File: src/rtl/rst_seq.sv
// rst_seq: reset release sequencer.
// Releases NUM_STAGES active-low block resets one at a time, bit 0 first.
// All outputs stay asserted for HOLD_CYC cycles after RST drops. After that,
// the next stage is released every STAGE_DLY cycles. A software request that
// is seen once every stage is released re-runs the whole sequence. The block
// acknowledges that request with a one-cycle SW_RST_ACK pulse.
//
// Ports:
//   CLK        block clock
//   RST        asynchronous active-high reset (deassertion already synchronized)
//   SW_RST_REQ level request for a full re-sequence
//   STAGE_RDY  per-stage ready/locked indication (only with RST_SEQ_RDY_EN)
//   SW_RST_ACK one-cycle pulse when a request is accepted
//   RST_OUT    active-low stage resets, bit 0 released first
//   SEQ_DONE   high while every stage is released
//
// Optional feature macro: RST_SEQ_RDY_EN
//   When defined, the spacing counter does not leave 0 until the most recently
//   released stage reports ready. In DONE, SEQ_DONE follows the last stage's
//   ready with one cycle of latency.
module rst_seq #(
  parameter int NUM_STAGES = 4,
  parameter int HOLD_CYC   = 8,
  parameter int STAGE_DLY  = 4,
  parameter int CNT_W      = 8
) (
  input  logic                  CLK,
  input  logic                  RST,
  input  logic                  SW_RST_REQ,
`ifdef RST_SEQ_RDY_EN
  input  logic [NUM_STAGES-1:0] STAGE_RDY,
`endif
  output logic                  SW_RST_ACK,
  output logic [NUM_STAGES-1:0] RST_OUT,
  output logic                  SEQ_DONE
);

  localparam int IDX_W = $clog2(NUM_STAGES + 1);

  typedef enum logic [1:0] {
    S_HOLD,
    S_RELEASE,
    S_DONE
  } state_t;

  state_t                  state, state_n;
  logic [CNT_W-1:0]        cnt, cnt_n;
  logic [IDX_W-1:0]        idx, idx_n;
  logic [NUM_STAGES-1:0]   rst_out_n;
  logic                    seq_done_n;
  logic                    ack_n;
  logic [NUM_STAGES-1:0]   idx_bit;
  logic                    cnt_en;

  // One-hot mask of the stage that will be released next.
  assign idx_bit = NUM_STAGES'(1) << idx;

`ifdef RST_SEQ_RDY_EN
  // In RELEASE, idx_bit >> 1 selects the stage released most recently. If
  // that stage's reset is still asserted, its ready is not taken into account.
  assign cnt_en = |(STAGE_RDY & RST_OUT & (idx_bit >> 1));
`else
  assign cnt_en = 1'b1;
`endif

  always_ff @(posedge CLK or posedge RST) begin
    if (RST) begin
      state      <= S_HOLD;
      cnt        <= '0;
      idx        <= '0;
      RST_OUT    <= '0;
      SEQ_DONE   <= 1'b0;
      SW_RST_ACK <= 1'b0;
    end else begin
      state      <= state_n;
      cnt        <= cnt_n;
      idx        <= idx_n;
      RST_OUT    <= rst_out_n;
      SEQ_DONE   <= seq_done_n;
      SW_RST_ACK <= ack_n;
    end
  end

  always_comb begin
    state_n    = state;
    cnt_n      = cnt;
    idx_n      = idx;
    rst_out_n  = RST_OUT;
    seq_done_n = SEQ_DONE;
    ack_n      = 1'b0;

    case (state)
      S_HOLD: begin
        if (cnt == CNT_W'(HOLD_CYC - 1)) begin
          rst_out_n = RST_OUT | NUM_STAGES'(1);
          cnt_n     = '0;
          idx_n     = IDX_W'(1);
          if (NUM_STAGES == 1) begin
            state_n    = S_DONE;
            seq_done_n = 1'b1;
          end else begin
            state_n = S_RELEASE;
          end
        end else begin
          cnt_n = cnt + 1'b1;
        end
      end

      S_RELEASE: begin
        // The counter only waits at 0 for ready. Once it is counting, the
        // stage spacing is fixed.
        if (cnt == '0 && !cnt_en) begin
          cnt_n = '0;
        end else if (cnt == CNT_W'(STAGE_DLY - 1)) begin
          rst_out_n = RST_OUT | idx_bit;
          cnt_n     = '0;
          idx_n     = idx + 1'b1;
          if (idx == IDX_W'(NUM_STAGES - 1)) begin
            state_n    = S_DONE;
            seq_done_n = 1'b1;
          end
        end else begin
          cnt_n = cnt + 1'b1;
        end
      end

      S_DONE: begin
        if (SW_RST_REQ) begin
          rst_out_n  = '0;
          seq_done_n = 1'b0;
          ack_n      = 1'b1;
          cnt_n      = '0;
          idx_n      = '0;
          state_n    = S_HOLD;
        end
`ifdef RST_SEQ_RDY_EN
        else begin
          seq_done_n = STAGE_RDY[NUM_STAGES-1];
        end
`endif
      end

      default: begin
        state_n = S_HOLD;
      end
    endcase
  end

endmodule

File: config.mk
export PLATFORM = sky130hd
export DESIGN_NAME = rst_seq
export DESIGN_NICKNAME = d
export VERILOG_FILES = /design/src/rtl/rst_seq.sv
export SDC_FILE = /design/constraint.sdc
export NUM_CORES = 1
export LEC_CHECK = 0
export BUFFER_PORTS_ARGS = -buffer_cell sky130_fd_sc_hd__buf_4
export CORE_ASPECT_RATIO = 0.8
export CORE_MARGIN = 2
export CORE_UTILIZATION = 53
export CTS_CLUSTER_DIAMETER = 60
export CTS_CLUSTER_SIZE = 20
export DETAILED_ROUTE_END_ITERATION = 10
export PLACE_DENSITY = 0.84
export SKIP_LAST_GASP = 1
export SYNTH_ARGS = -nofsm -noshare
export SYNTH_HDL_FRONTEND = slang
export SYNTH_SLANG_ARGS = --single-unit
export TNS_END_PERCENT = 1
File: constraint.sdc
create_clock -name CLK -period 1.9 [get_ports CLK]
set_input_delay 0.38 -clock CLK [delete_from_list [all_inputs] [get_ports CLK]]
set_output_delay 0.38 -clock CLK [all_outputs]
set_load 0.02 [all_outputs]
==> results of run 1 <==
==> through the flow <==
stage          worst slack [ns]  hold slack, ns  total power [uW]  setup TNS [ns]  utilization (%)
2_1_floorplan           0.00527           0.331              1370               0                -
3_3_place_gp              0.133           0.476              1750               0             66.4
3_5_place_dp             0.0476           0.487              1830               0             66.4
4_1_cts                  0.0129           0.230              2040               0             67.6
5_1_grt                 -0.0359           0.258              2260         -0.0811             68.5
6_report                 0.0692           0.203              2100               0             68.5
==> worst min path at each step <==
stage	start	endpoint	slack, ns	depth (start not counted)
2_1_floorplan	RST	RST_OUT[0]$_DFFE_PP0P_	0.33	1
3_3_place_gp	RST_OUT[3]$_DFFE_PP0P_	RST_OUT[3]$_DFFE_PP0P_	0.48	1
3_5_place_dp	RST_OUT[2]$_DFFE_PP0P_	RST_OUT[2]$_DFFE_PP0P_	0.49	1
4_1_cts	RST	cnt[6]$_DFFE_PP0P_	0.23	2
5_1_grt	RST	cnt[6]$_DFFE_PP0P_	0.26	2
6_report	RST	SW_RST_ACK$_DFF_PP0_	0.20	2
==> sequential cells by signal (all words and copies together) (netlist names) <==
signal      cells
RST_OUT         4
SEQ_DONE        1
SW_RST_ACK      1
cnt             8
idx             3
state           2
==> worst max-delay path: stages (launching register included) <==
cell and delay (ns):
dfrtp_1 0.37, ha_2 0.18, or4b_4 0.49, nor3_4 0.15
mux2_2 0.37, a211oi_2 0.21
==> power by group through the flow <==
stage | logic (uW) | registers, uW | clock network (uW)
final | 1340 | 553 | 207
after global routing | 1460 | 562 | 231
after CTS | 1280 | 550 | 212
after detailed placement | 1270 | 558 | 0
after global placement | 1200 | 553 | 0
after floorplan | 797 | 577 | 0
==> layout make-up <==
type,instances,area [um^2]
timing repair buffer,27,203
clock buffer,4,26.3
fill,172,692
multi-input combinational,99,734
sequential,19,475
tap,25,31.3
inverter,9,33.8
==> logic make-up after synthesis <==
group,synth area share [%]
AO/OA/AOI/OAI,17.3
XOR/XNOR,2.10
adder cells (fa/ha/maj),11.0
buffers and inverters,5.69
flip-flops,37.9
multiplexers,3.69
AND/OR/NAND/NOR,22.4
==> routing by layer <==
layer | global-route usage, % | vias up | routed length, um
met5 | 0 | - | 0
met4 | 8.84 | 0 | 63
met3 | 8.11 | 8 | 212
met2 | 44.9 | 48 | 1490
met1 | 30.9 | 523 | 1340
li1 | - | 535 | -
==> layout by cell type, fill, tap and decap left out, types with 4 or more instances in the layout <==
cell type	instances
dfrtp_1	19
o21ai_0	6
inv_1	9
ha_1	10
nand3_1	8
a21oi_1	4
nor2_1	10
nand2_1	11
buf_4	27
==> qor_table.md, run 1 <==
| Result | Value |
| --- | --- |
| Result of the run | completed |
| First-pass GRT wire length | 5.13 mm |
| FFs w/ async S/R, synth | 100% |
| Post-cts gate resize count | 0 |
| Synthesized instance count | 133 |
| Non-filler instance count after layout | 183 |
| Clock share of power | 9.8% |
| Final critical delay including setup and external delays | 1.83 ns |
| Critical Path RT | 2.12 ns |
| Clock latency of the later-clocked register in the worst-skew pair | 0.30 ns |
| Wire per inst | 17.0 um |
| Die area | 2770 um^2 |
| RSZ-0062 raised after global routing | true |
| Antenna fix cells | 0 |
| Final Instance Area | 1500 um^2 |
| Main area contributors after synthesis | dfrtp_1 38%, ha_1 11%, nand2_1 3.3% |
| First-pass iteration count of the detailed router | 4 |
| CTS Sinks | 19 |
| Static leakage | 0.000710 uW |
| Global-route usage over all layers | 25.8% |
| Sequential share of power | 26.3% |
| Slew @ Worst Pin | 0.751 ns |
| Average cell area after synthesis | 9.43 um^2 |
| Number of CTS-inserted buffers | 3 |
| Remaining number of nets flagged by the antenna check after routing | 0 |
| Slew HR | 49.9% |
| Reg2Reg Launch Point | cnt[0]$_DFFE_PP0P_ |
| Number of cells in the design after placement | 179 |
| Category of the worst setup path launch point | flop |
| Area growth syn-to-layout | 20.0% |
| Max-cap viol count | 0 |
| Cell type contributing the most total cell area after synthesis | dfrtp_1 |
| Number of violations reported at the end of detailed-routing iteration 0 | 60 |
| Count of cell types in the netlist | 41 |
| CP Data Arrival Time | 2.05 ns |
| Endpoint of the most critical register-to-register path | idx[0]$_DFFE_PP0P_ |
| Maximum number of pins on one net before global-route repair | 20 |
| Starting Density | 57.1% |
| Capture point of the critical path | idx[0]$_DFFE_PP0P_ |
| Yosys warnings | 0 |
| Rows | 15 |
| DRC viols | 0 |
| Core outline area | 2200 um^2 |
| Total wire length after detailed routing | 3.11 mm |
| Number of global-route vias before repair | 1112 |
| Number of hold violations in the final report | 0 |
| Setup repair bufs after CTS | 0 |
| Post-DR vias/cell | 6.09 |
| Power per standard cell area | 1390 nW/um^2 |
| Combinational share of power | 63.8% |
| Aggregate global routing overflow | 0 |
| FMAX | 0.546 GHz |
| Worst setup slack for register-to-register paths | 0.07 ns |
| Area of placed instances | 1460 um^2 |
| Number of antenna violations at the first check in global routing | 0 |
| Setup skew after layout | 0.00279 ns |
| Most repeated cell in the gate-level netlist after synthesis | dfrtp_1 |
| Main synth FF type | dfrtp_1 |
| Post-CTS Hold Buffers | 0 |
| Kind of end point of the critical path | flop |
| TritonCTS clock tree | done |
| Endpoints failing setup | 0 |
| Routability cong. | 0.943 |
| Die X | 58.4 um |
| Peak ir drop on the vdd network | 1.11 mV |
| Routed vias | 1114 |
| Fraction of the yosys area taken by sequential cells | 37.9% |
| Count of buffers from port buffering | 8 |
| Count of cells along the worst register-to-register path | 5 |
| H-tree depth | 1 |
| Period Utilization, post-route | 96.4% |
| Die height | 47.5 um |
| Fin. max-slew vios | 0 |
| Largest fanout on the critical path | 3 |
| Cell-internal power | 1150 uW |
| Clock tree root buffer cell | clkbuf_4 |
| Final HPWL DP | 2.40 mm |
| Synthesized flop and latch total | 19 |
| Net switching power figure | 951 uW |
| Number of synthesized flops with an enable pin | 0 |
| Hold/Removal Path Class | input port to async pin |
| Mapped Nets | 147 |
| Total standard cell area after synthesis | 1250 um^2 |
| Clock slew at the register clock pins of the worst setup and hold paths | 0.11 ns |
| Fraction of final layout cells with drive strength greater than 1 | 27.2% |
| Most numerous cell types in the synthesized netlist | 19 x dfrtp_1, 11 x ha_1, 11 x nand2_1, 11 x nor2_1, 9 x inv_1 |
| Post-layout nets | 173 |
| Longest Clk Path Bufs | 2 |
| Setup crit start | cnt[0]$_DFFE_PP0P_ |
| Portion of synthesized cell area occupied by the leading cell type | 37.9% |
| Sw Ratio | 45.4% |
| I/O pin total | 9 |
| Critical path class | flop to flop |
No activity file was read; power rests on OpenSTA's default activity.
==> run 2, diff against run 1 <==
- BUFFER_PORTS_ARGS: -buffer_cell sky130_fd_sc_hd__buf_4 -> not set
- CORE_UTILIZATION: 53 -> 56
- CTS_CLUSTER_SIZE: 20 -> not set
- DONT_BUFFER_PORTS: not set -> 1
==> qor_table.md, run 2 (synthesized netlist as in run 1, its figures left out) <==
| Result | Value | Change |
| --- | --- | --- |
| Setup skew after layout | 0.00140 ns | -0.00138 ns |
| Commonest cells after routing, fill and taps aside | 19 x dfrtp_1, 17 x buf_4, 11 x nor2_1, 11 x nand2_1, 10 x ha_1 |  |
| Die X | 56.9 um | -2.5% |
| Setup repair bufs after CTS | 0 | unchanged |
| Post-layout nets | 163 | -5.8% |
| Post-CTS Hold Buffers | 0 | unchanged |
| Register bank with the most flops | cnt |  |
| I/O pin total | 9 | unchanged |
| Overall Power | 2030 uW | -3.5% |
| Peak ir drop on the vdd network | 1.20 mV | +7.5% |
| Die height | 46.3 um | -2.5% |
| Clock slew at the register clock pins of the worst setup and hold paths | 0.10 ns | about the same |
| Number of antenna violations at the first check in global routing | 0 | unchanged |
| Area of placed instances | 1380 um^2 | -5.2% |
| Critical path class | flop to flop |  |
| Antenna fix cells | 0 | unchanged |
| Largest register FFs | 8 | unchanged |
| TritonCTS clock tree | done |  |
| Clock latency of the later-clocked register in the worst-skew pair | 0.31 ns | about the same |
| Number of violations reported at the end of detailed-routing iteration 0 | 85 | +42% |
| First-pass iteration count of the detailed router | 4 | unchanged |
| Routability cong. | 0.872 | -7.6% |
| CP Data Arrival Time | 2.09 ns | +0.04 ns |
| Aggregate global routing overflow | 0 | unchanged |
| Period Utilization, post-route | 98.1% | +1.8 points |
| FMAX | 0.536 GHz | -1.8% |
| First-pass GRT wire length | 4.90 mm | -4.6% |
| DRC viols | 0 | unchanged |
| Critical Path RT | 2.13 ns | about the same |
| Number of hold violations in the final report | 0 | unchanged |
| Static leakage | 0.000656 uW | -7.7% |
| Largest fanout on the critical path | 3 | unchanged |
| CTS Sinks | 19 | unchanged |
| Final Instance Area | 1430 um^2 | -5.2% |
| Total wire length after detailed routing | 3.10 mm | -0.23% |
| RSZ-0062 raised after global routing | true |  |
| Core outline area | 2140 um^2 | -2.6% |
| Most common cell after layout, fill and taps aside | dfrtp_1 |  |
| Rows | 15 | unchanged |
| Fin. max-slew vios | 0 | unchanged |
| Category of the worst setup path launch point | flop |  |
| Post-DR vias/cell | 6.45 | +5.9% |
| Final core utilization | 66.6% | -1.9 points |
| Largest registers | cnt (8), RST_OUT (4), idx (3) |  |
| H-tree depth | 1 | unchanged |
| Final HPWL DP | 2.30 mm | -4.2% |
| Number of CTS-inserted buffers | 3 | unchanged |
| Slew @ Worst Pin | 0.720 ns | -0.0316 ns |
| Global-route usage over all layers | 25.8% | about the same |
| Endpoints failing setup | 0 | unchanged |
| Fraction of final layout cells with drive strength greater than 1 | 22.3% | -4.9 points |
| Slew HR | 52.0% | +2.1 points |
| Post-cts gate resize count | 2 | +2 |
| Hold/Removal Path Class | input port to async pin |  |
| Number of global-route vias before repair | 1075 | -3.3% |
| Remaining number of nets flagged by the antenna check after routing | 0 | unchanged |
| Starting Density | 58.6% | +1.5 points |
| Die area | 2640 um^2 | -4.9% |
| Kind of end point of the critical path | flop |  |
| Result of the run | completed |  |
| Final critical delay including setup and external delays | 1.86 ns | +0.0333 ns |
| Longest Clk Path Bufs | 2 | unchanged |
| Maximum number of pins on one net before global-route repair | 20 | unchanged |
| Non-filler instance count after layout | 173 | -5.5% |
| Worst setup slack for register-to-register paths | 0.04 ns | -0.03 ns |
| Total Neg Setup Slack | 0 ns | unchanged |
| Wire per inst | 17.9 um | +5.5% |
| Max-cap viol count | 0 | unchanged |
| Number of cells in the design after placement | 169 | -5.6% |
| Count of buffers from port buffering | 0 | -8 |
| Routed vias | 1115 | +0.090% |
| Power per standard cell area | 1420 nW/um^2 | +1.9% |
| Area growth syn-to-layout | 13.7% |  |
| Clock tree root buffer cell | clkbuf_4 |  |
==> run 2: cell count changes in the layout (fill, tap and decap cells not counted) <==
| cell | previous run | this run |
|---|---|---|
| buf_4 | 27 | 17 |
| nand2b_1 | 2 | 1 |
| nand2b_2 | 0 | 1 |
| nor2_1 | 10 | 11 |
| nor2_2 | 1 | 0 |
| nor2b_1 | 2 | 1 |
| nor2b_2 | 0 | 1 |
| nor4b_1 | 0 | 1 |
| nor4b_2 | 1 | 0 |
| o21ai_0 | 6 | 7 |
| o21ai_1 | 2 | 1 |
==> run 2: area by class of cell <==
| cell class | count | area [um^2] |
|---|---|---|
| inverter | 9 | 33.8 |
| fill | 182 | 714 |
| multi-input combinational | 99 | 731 |
| sequential | 19 | 475 |
| clock buffer | 4 | 26.3 |
| tap | 25 | 31.3 |
| timing repair buffer | 17 | 128 |
==> run 2: through the flow <==
step | hold slack (ns) | worst slack (ns)
2_1_floorplan | 0.331 | 0.00527
5_1_grt | 0.119 | -0.0221
3_3_place_gp | 0.414 | 0.114
6_report | 0.0674 | 0.0358
3_5_place_dp | 0.424 | -0.00276
4_1_cts | 0.0862 | 0.00210
==> run 2: where the power goes <==
group	switching, uW	internal, uW	leakage [uW]	total [uW]
Combinational	717	523	0.000396	1240
Clock	125	82.2	0.0000150	207
Sequential	87.1	492	0.000245	579
==> run 2: worst max-delay path, cell delays in order, from the launching register on <==
cell	delay [ns]
dfrtp_1	0.37
ha_2	0.19
or4b_4	0.49
nor3_4	0.16
mux2_2	0.36
a211oi_2	0.21
==> run 2: path summary, 6_finish.rpt <==
| path | from | end | cells after the start |
|---|---|---|---|
| max reg2reg | cnt[1]$_DFFE_PP0P_ | idx[0]$_DFFE_PP0P_ | 5 |
| min | RST | cnt[7]$_DFFE_PP0P_ | 1 |
| min reg2reg | state[0]$_DFFE_PP0P_ | state[0]$_DFFE_PP0P_ | 1 |
| min in group CLK | SW_RST_REQ | SW_RST_ACK$_DFF_PP0_ | 2 |
| max | cnt[1]$_DFFE_PP0P_ | idx[0]$_DFFE_PP0P_ | 5 |
| max in group asynchronous | RST | idx[0]$_DFFE_PP0P_ | 1 |
==> run 2: layer usage <==
| metal | up-vias | wire (um) | global-route usage, % |
|---|---|---|---|
| li1 | 514 | - | - |
| met1 | 526 | 1330 | 33.5 |
| met2 | 65 | 1410 | 40.2 |
| met3 | 10 | 293 | 8.71 |
| met4 | 0 | 70 | 9.77 |
| met5 | - | 0 | 0 |
